--- src/rtl/disp_frame_sched.sv ---
// Display refresh scheduler: captures game frames, prepends the invincibility bar and
// shifts 30-bit words MSB-first into a 74HC595-style chain; blinks the last frame on gameover.
module disp_frame_sched #(
  parameter int CLK_DIV   = 4,
  parameter int BLINK_CYC = 12500000
) (
  input  logic        clk,
  input  logic        rst,
  input  logic [22:0] disdata,
  input  logic        dis,
  input  logic        gameover,
  input  logic [6:0]  wudidis,
  output logic        sclk,
  output logic        sdata,
  output logic        slatch,
  output logic        busy,
  output logic [7:0]  frame_cnt,
  output logic [7:0]  ovr_cnt
);

  localparam int DW = (CLK_DIV > 1) ? $clog2(CLK_DIV) : 1;
  localparam int BW = $clog2(BLINK_CYC);
  localparam logic [DW-1:0] DIV_LAST   = DW'(CLK_DIV - 1);
  localparam logic [BW-1:0] BLINK_LAST = BW'(BLINK_CYC - 1);

  typedef enum logic [2:0] {IDLE, LOAD, SHIFT_LO, SHIFT_HI, LATCH} state_t;

  state_t        state, state_nxt;
  logic [DW-1:0] div_cnt;
  logic          div_done;
  logic [4:0]    bit_idx;
  logic [29:0]   word;
  logic          word_is_blink;
  logic [22:0]   pend, last_frame, payload;
  logic          pend_valid;
  logic          go_q, go_rise, go_fall;
  logic          phase, blink_req;
  logic [BW-1:0] blink_cnt;
  logic          req, consume;

  // Handshake: dis is a one-cycle valid with no ready. The controller never stalls; a
  // pending frame that is replaced before LOAD consumes it is dropped and counted in ovr_cnt.
  assign go_rise  = gameover & ~go_q;
  assign go_fall  = ~gameover & go_q;
  assign req      = gameover ? blink_req : pend_valid;
  assign consume  = (state == LOAD) && !gameover;
  assign payload  = gameover ? (phase ? last_frame : 23'd0) : pend;
  assign div_done = (div_cnt == DIV_LAST);

  always_comb begin
    state_nxt = state;
    case (state)
      IDLE:     if (req) state_nxt = LOAD;
      LOAD:     state_nxt = SHIFT_LO;
      SHIFT_LO: if (div_done) state_nxt = SHIFT_HI;
      SHIFT_HI: if (div_done) state_nxt = (bit_idx == 5'd0) ? LATCH : SHIFT_LO;
      LATCH:    if (div_done) state_nxt = IDLE;
      default:  state_nxt = IDLE;
    endcase
  end

  // Serializer: outputs are registered from the next state so sclk/slatch are glitch-free.
  always_ff @(posedge clk or negedge rst) begin
    if (!rst) begin
      state         <= IDLE;
      div_cnt       <= '0;
      bit_idx       <= 5'd0;
      word          <= 30'd0;
      word_is_blink <= 1'b0;
      last_frame    <= 23'd0;
      sclk          <= 1'b0;
      sdata         <= 1'b0;
      slatch        <= 1'b0;
      busy          <= 1'b0;
      frame_cnt     <= 8'd0;
    end else begin
      state  <= state_nxt;
      sclk   <= (state_nxt == SHIFT_HI);
      slatch <= (state_nxt == LATCH);
      busy   <= (state_nxt != IDLE);
      if ((state == SHIFT_LO || state == SHIFT_HI || state == LATCH) && !div_done)
        div_cnt <= div_cnt + DW'(1);
      else
        div_cnt <= '0;
      case (state)
        LOAD: begin
          word          <= {wudidis, payload};
          bit_idx       <= 5'd29;
          sdata         <= wudidis[6];
          word_is_blink <= gameover;
        end
        SHIFT_HI: if (div_done && bit_idx != 5'd0) begin
          bit_idx <= bit_idx - 5'd1;
          sdata   <= word[bit_idx - 5'd1];
        end
        LATCH: if (div_done) begin
          frame_cnt <= frame_cnt + 8'd1;
          if (!word_is_blink) last_frame <= word[22:0];
        end
        default: ;
      endcase
    end
  end

  // Frame capture and gameover blink timing.
  always_ff @(posedge clk or negedge rst) begin
    if (!rst) begin
      pend       <= 23'd0;
      pend_valid <= 1'b0;
      ovr_cnt    <= 8'd0;
      go_q       <= 1'b0;
      phase      <= 1'b0;
      blink_req  <= 1'b0;
      blink_cnt  <= '0;
    end else begin
      go_q <= gameover;
      if (go_rise) begin
        pend_valid <= 1'b0;
      end else if (go_fall) begin
        // Redraw the game frame unless a fresh one arrives on the same edge.
        pend_valid <= 1'b1;
        pend       <= dis ? disdata : last_frame;
      end else if (!gameover && dis) begin
        pend       <= disdata;
        pend_valid <= 1'b1;
        if (pend_valid && !consume && ovr_cnt != 8'hFF) ovr_cnt <= ovr_cnt + 8'd1;
      end else if (consume) begin
        pend_valid <= 1'b0;
      end

      if (go_rise) begin
        blink_cnt <= '0;
        phase     <= 1'b0;
        blink_req <= 1'b1;
      end else if (gameover) begin
        if (state == LOAD) blink_req <= 1'b0;
        if (blink_cnt == BLINK_LAST) begin
          blink_cnt <= '0;
          phase     <= ~phase;
          blink_req <= 1'b1;
        end else begin
          blink_cnt <= blink_cnt + BW'(1);
        end
      end else begin
        blink_cnt <= '0;
        phase     <= 1'b0;
        blink_req <= 1'b0;
      end
    end
  end

endmodule
--- config.mk ---
export PLATFORM = sky130hd
export DESIGN_NAME = disp_frame_sched
export DESIGN_NICKNAME = d
export VERILOG_FILES = /design/src/rtl/disp_frame_sched.sv
export SDC_FILE = /design/constraint.sdc
export NUM_CORES = 1
export LEC_CHECK = 0
export CAP_MARGIN = 20
export CELL_PAD_IN_SITES_DETAIL_PLACEMENT = 0
export CELL_PAD_IN_SITES_GLOBAL_PLACEMENT = 2
export CORE_MARGIN = 2
export CORE_UTILIZATION = 38
export CTS_CLUSTER_DIAMETER = 80
export DETAILED_ROUTE_END_ITERATION = 10
export PLACE_DENSITY_LB_ADDON = 0.1
export SLEW_MARGIN = 20
export SYNTH_ARGS = -nofsm -noshare
export SYNTH_HDL_FRONTEND = slang
export SYNTH_SLANG_ARGS = --single-unit
--- constraint.sdc ---
create_clock -name clk -period 2.8 [get_ports clk]
set_clock_uncertainty 0.2 [all_clocks]
set_input_delay 0.84 -clock clk [delete_from_list [all_inputs] [get_ports clk]]
set_output_delay 0.84 -clock clk [all_outputs]
set_load 0.05 [all_outputs]
# --- After elaboration in Yosys (flattened, before gate mapping) ---
# Index checks and enable logic that the tools add are counted.
word_totals:
  register_bits: 135
  latch_bits: 0
  ram_bits: 0
  rom_bits: 0
  in_bits: 34
  out_inout_bits: 20
  wordCells: 100
  memories: 0
classes:
  n_addsub: 5
  mul: 0
  n_div: 0
  order_cmp: 1
  n_eq_ne: 12
  n_shift: 0
  n_mux: 33
  bitwise_logic: 8
  n_reduce_logical: 23
ops:
  columns: ["operator", "count"]
  rows:
  - ["$mux W23", 5]
  - ["$mux W24", 3]
  - ["$add A24 B1 Y24 const B", 1]
  - ["$eq A24 B24 Y1 const B", 1]
  - ["$add A8 B1 Y8 const B", 2]
  - ["$mux W3", 5]
  - ["$pmux W3 S5", 1]
  - ["$mux W1", 14]
  - ["$pmux W5 S2", 1]
  - ["$eq A3 B2 Y1 const B", 3]
  - ["$ne A8 B8 Y1 const B", 1]
  - ["$eq A3 B3 Y1 const B", 2]
  - ["$logic_and A1 B1 Y1", 6]
  - ["$lt A5 B6 Y1 const B", 1]
  - ["$not A1 Y1", 6]
  - ["$reduce_and A2 Y1", 3]
  - ["$bmux W1 S5", 1]
  - ["$logic_not A5 Y1", 1]
  - ["$mux W5", 1]
  - ["$reduce_bool A5 Y1", 1]
  - ["$sub A5 B1 Y5 const B", 1]
  - ["$ne A4 B1 Y1 const B", 1]
  - ["$reduce_and A4 Y1", 1]
  - ["$reduce_bool A2 Y1", 2]
  - ["14 further kinds", 18]

# --- Depth between registers and ports, before layout ---
depth:
  word_depth: 6
  mapped_depth: 9
  ltp_nobuf: 7

# --- Worst setup path before layout ---
# Ideal clock, no wire load.
synth_timing:
  path_kind: "input-to-reg"
  from: "input gameover"
  to: "register ovr_cnt[5]"
  setup_time_ns: 0.082
  arrival_time_ns: 2.863
  setup_slack_ns: -0.345
  path_stages: 9
  cell_sequence: "clkbuf_1 > clkinv_1 > clkbuf_1 > ha_1 > nand4b_1 > a311oi_2 > nand4_1 > nor2_1 > xor2_1"
synth_between:
  elab_chain_cells: 6
synth_lines:
  columns: ["item", "line_no", "text"]
  rows:
  - ["from (decl)", "11", "input logic gameover,"]
  - ["$logic_not A1 Y1", "46, 123", null]
  - ["$logic_and A1 B1 Y1", "46", "assign consume = (state == LOAD) && !gameover;"]
  - ["$logic_not A1 Y1", "126", "if (pend_valid && !consume && ovr_cnt != 8'hFF) ovr_cnt <= ovr_cnt + 8'd1;"]
  - ["$logic_and A1 B1 Y1 (2 in a row)", "126", null]
  - ["$reduce_and A4 Y1 (no source line) (*)", null, null]
  - ["to (signal assigned)", "126", null]
  - ["to (decl)", "18", "output logic [7:0] ovr_cnt"]
# Mark *: on every way between the ends. The rest lies on a longest branch, timed or not.
# A chain may end at the register's enable or synchronous reset.

# --- Worst setup path after layout ---
layout_timing:
  from: "register ovr_cnt[3]"
  to: "output ovr_cnt[3]"
# No word-level cell between the ends.

==> results by group <==
Layout
  • Fraction of layout cells with a size suffix above 1: 0.166
  • Most frequent cells in the layout: 135 x dfrtp_1, 62 x nor2_1, 51 x clkdlybuf4s50_1
  • Util after Layout: 0.481
  • # diodes: 0
  • Commonest non-fill, non-tap cell in the layout: dfrtp_1
  • Layout Nets: between 600 and 700
  • Layout area overhead: 24.7%

CTS
  • Htree depth: 4
  • Clock sink count: 135
  • CTS tree: built
  • CTS buffer count: 17
  • Clk slew on worst S/H paths: approximately 0.060 ns
  • Post-CTS Hold Fix Bufs: 0
  • Root Buffer: clkbuf_16
  • Clock buffer depth: 2
  • Clock Latency Late Sink: 0.42 ns
  • Post CTS Setup Buffer Count: 0

Worst setup path
  • CP startpoint kind: flip-flop
  • Delay-heaviest family, CP: buffers and inverters
  • Max FO, Critical Path: 5
  • Critical path's largest stage delay: 0.84 ns
  • Crit Path Class: reg -> out
  • End of the worst register-to-register path: sdata$_DFFE_PN0P_
  • CP Buf/Inv Count: 1
  • Slowest cell on crit path: clkdlybuf4s50_1
  • Arrival time worst endpoint: 1.69 ns
  • CP cell instances: clkdlybuf4s50_1
  • Kind of end point of the critical path: output pin
  • R2r worst-path depth: 6
  • Critical Path RT: ~1.8 ns
  • Reg-to-reg critical path startpoint: bit_idx[0]$_DFFE_PN0P_
  • R2R setup slack: 0.45 ns

Drt
  • Detailed Routing Iterations Pass 1: 4
  • Wire per inst: around 16 um
  • Starting DRC count in detailed routing: 192
  • Antenna-violating nets left: 0
  • Drt via density: a little over 5
  • Routed WL: 14.3 mm
  • DR DRC count: 0
  • Detailed-route via count: ~4400

Synthesis
  • Post-synthesis net count: about 620
  • Seq/Total Area, Yosys: 0.532
  • Post-synth cell types: 48
  • Syn Std Cell Area: around 6400 um2
  • Yosys warning total: 0
  • Post-synth EDFFs: 0
  • Syn_area_per_cell: 11.0 um2
  • Synth Flop Type: dfrtp_1
  • FF+latch count, synth: roughly 140
  • Post-Syn Instances: a little under 600
  • Fraction of registers with async set/reset: 1.00

Global route
  • Largest net degree at the start of global routing: 63
  • First-pass GRT wire length: approximately 24 mm
  • Grt ovf: 0
  • Vias in the first global route: ~4600
  • Initial antenna violation count: 0
  • GR Util All Layers: 0.171

Timing
  • Actual slew at the worst max-slew pin: 0.908 ns
  • Max-slew violation count: 0
  • Fin crit share: 0.975
  • Max transition margin: 0.395
  • Setup TNS: 0 ns
  • Hold Vio Cnt, Final: 0
  • Final hold slack: 0.0886 ns
  • Final Critical Period: around 2.7 ns
  • Achievable Freq: 366 MHz
  • RSZ-0062 raised after global routing: no
  • Final setup viols: 0

Power and ir drop
  • Maximum vdd drop: 504 uV
  • Power density over cell area: 845 nW/um2
  • Static leakage: between 3 and 4 nW

Worst hold path
  • Worst hold path class: in -> async

Placed design
  • Gp weighted congestion: between 0.7 and 0.8
  • Final HPWL DP: 9.33 mm
  • Port Buffer Count: 53

Floorplanning
  • Die extent in x: ~130 um
  • Die height: 133 um
  • Area of the core: 16500 um2
  • Ports: 54
  • Initial core utilization: 0.386
  • Die ar.: between 15000 and 20000 um2
  • Row cnt: 47

Flow run
  • Max-cap violations: 0

Outcome
  • Status: completed
## Yosys cell counts, types with 8 or more instances
cell      number  share of area
nor2_1        62          0.037
clkbuf_1      18          0.011
dfrtp_1      135           0.53
mux2_2        36          0.064
inv_1         10         0.0059
ha_1           9          0.018
xnor2_1       22          0.030
nor3_1         8         0.0063
nand2_1       46          0.027
and3_1        29          0.029
o21ai_0       26          0.020
mux2i_1       27          0.043
nand4_1       11          0.011
xor2_1        18          0.025
a21oi_1       50          0.039
## how the worst max path moves through the flow
| stage | startpoint | endpoint | slack (ns) | cells after the start |
|---|---|---|---|---|
| 6_report | ovr_cnt[3]$_DFFE_PN0P_ | ovr_cnt[3] | 0.07 | 1 |
| 5_1_grt | frame_cnt[2]$_DFFE_PN0P_ | frame_cnt[2] | 0.003 | 1 |
| 4_1_cts | ovr_cnt[2]$_DFFE_PN0P_ | ovr_cnt[2] | 0.02 | 1 |
| 3_5_place_dp | gameover | ovr_cnt[1]$_DFFE_PN0P_ | -0.10 | 7 |
| 3_3_place_gp | gameover | ovr_cnt[1]$_DFFE_PN0P_ | -0.08 | 7 |
| 2_1_floorplan | gameover | ovr_cnt[5]$_DFFE_PN0P_ | 0.01 | 9 |
## per-layer routing
layer | global-route usage | routed length (um) | vias to the layer above
li1 | - | - | 2144
met1 | 0.228 | 6790 | 2222
met2 | 0.276 | 6900 | 63
met3 | 0.0415 | 453 | 16
met4 | 0.0585 | 163 | 0
met5 | 0 | 0 | -
## power breakdown
group	internal [W]	total (W)	switching [W]	leakage, nW
sequential	0.00233	0.00263	0.000303	1.73
combinational	0.000743	0.00155	0.000811	1.58
clock	0.00170	0.00251	0.000808	0.324
total	0.00477	0.00669	0.00192	3.63
## cells by family (layout without fill, tap and decap cells)
group,Yosys count,after routing,synth area share
AO/OA/AOI/OAI,91,91,0.0798
flip-flops,135,135,0.532
XOR/XNOR,40,40,0.0551
buffers and inverters,43,116,0.0321
multiplexers,70,70,0.131
AND/OR/NAND/NOR,191,191,0.152
adder cells (fa/ha/maj),9,9,0.0177
## per-stage QoR
| step | instance area, um2 | worst slack, ns | total power, W | instances |
|---|---|---|---|---|
| floorplan | 6380 | 0.0119 | 0.00366 | 579 |
| global placement | 7250 | -0.0762 | 0.00421 | 840 |
| detailed placement | 7250 | -0.102 | 0.00424 | 840 |
| CTS | 7920 | 0.0238 | 0.00679 | 872 |
| global route | 7920 | 0.00266 | 0.00708 | 872 |
| finish | 7920 | 0.0710 | 0.00669 | 872 |
## area by class of cell
class	count	area, um2
Fill cell	1526	8540
Sequential cell	135	3380
Multi-Input combinational cell	401	2800
Timing Repair Buffer	73	759
Clock buffer	25	505
Tap cell	220	275
Clock inverter	7	163
Inverter	11	46.3
## repair_timing
action                                  CTS  global route
resized for setup                         0             1
endpoints found under the setup margin    0             1
endpoints found under the hold margin     0             0
## state kept, by name (all words and copies together), names as in the netlist
signal / count
sdata: 1
blink_req: 1
pend_valid: 1
ovr_cnt: 8
frame_cnt: 8
sclk: 1
div_cnt: 2
blink_cnt: 24
state: 3
word_is_blink: 1
pend: 23
go_q: 1
busy: 1
phase: 1
word: 30
last_frame: 23
slatch: 1
bit_idx: 5
(Power assumes the default switching activity.)
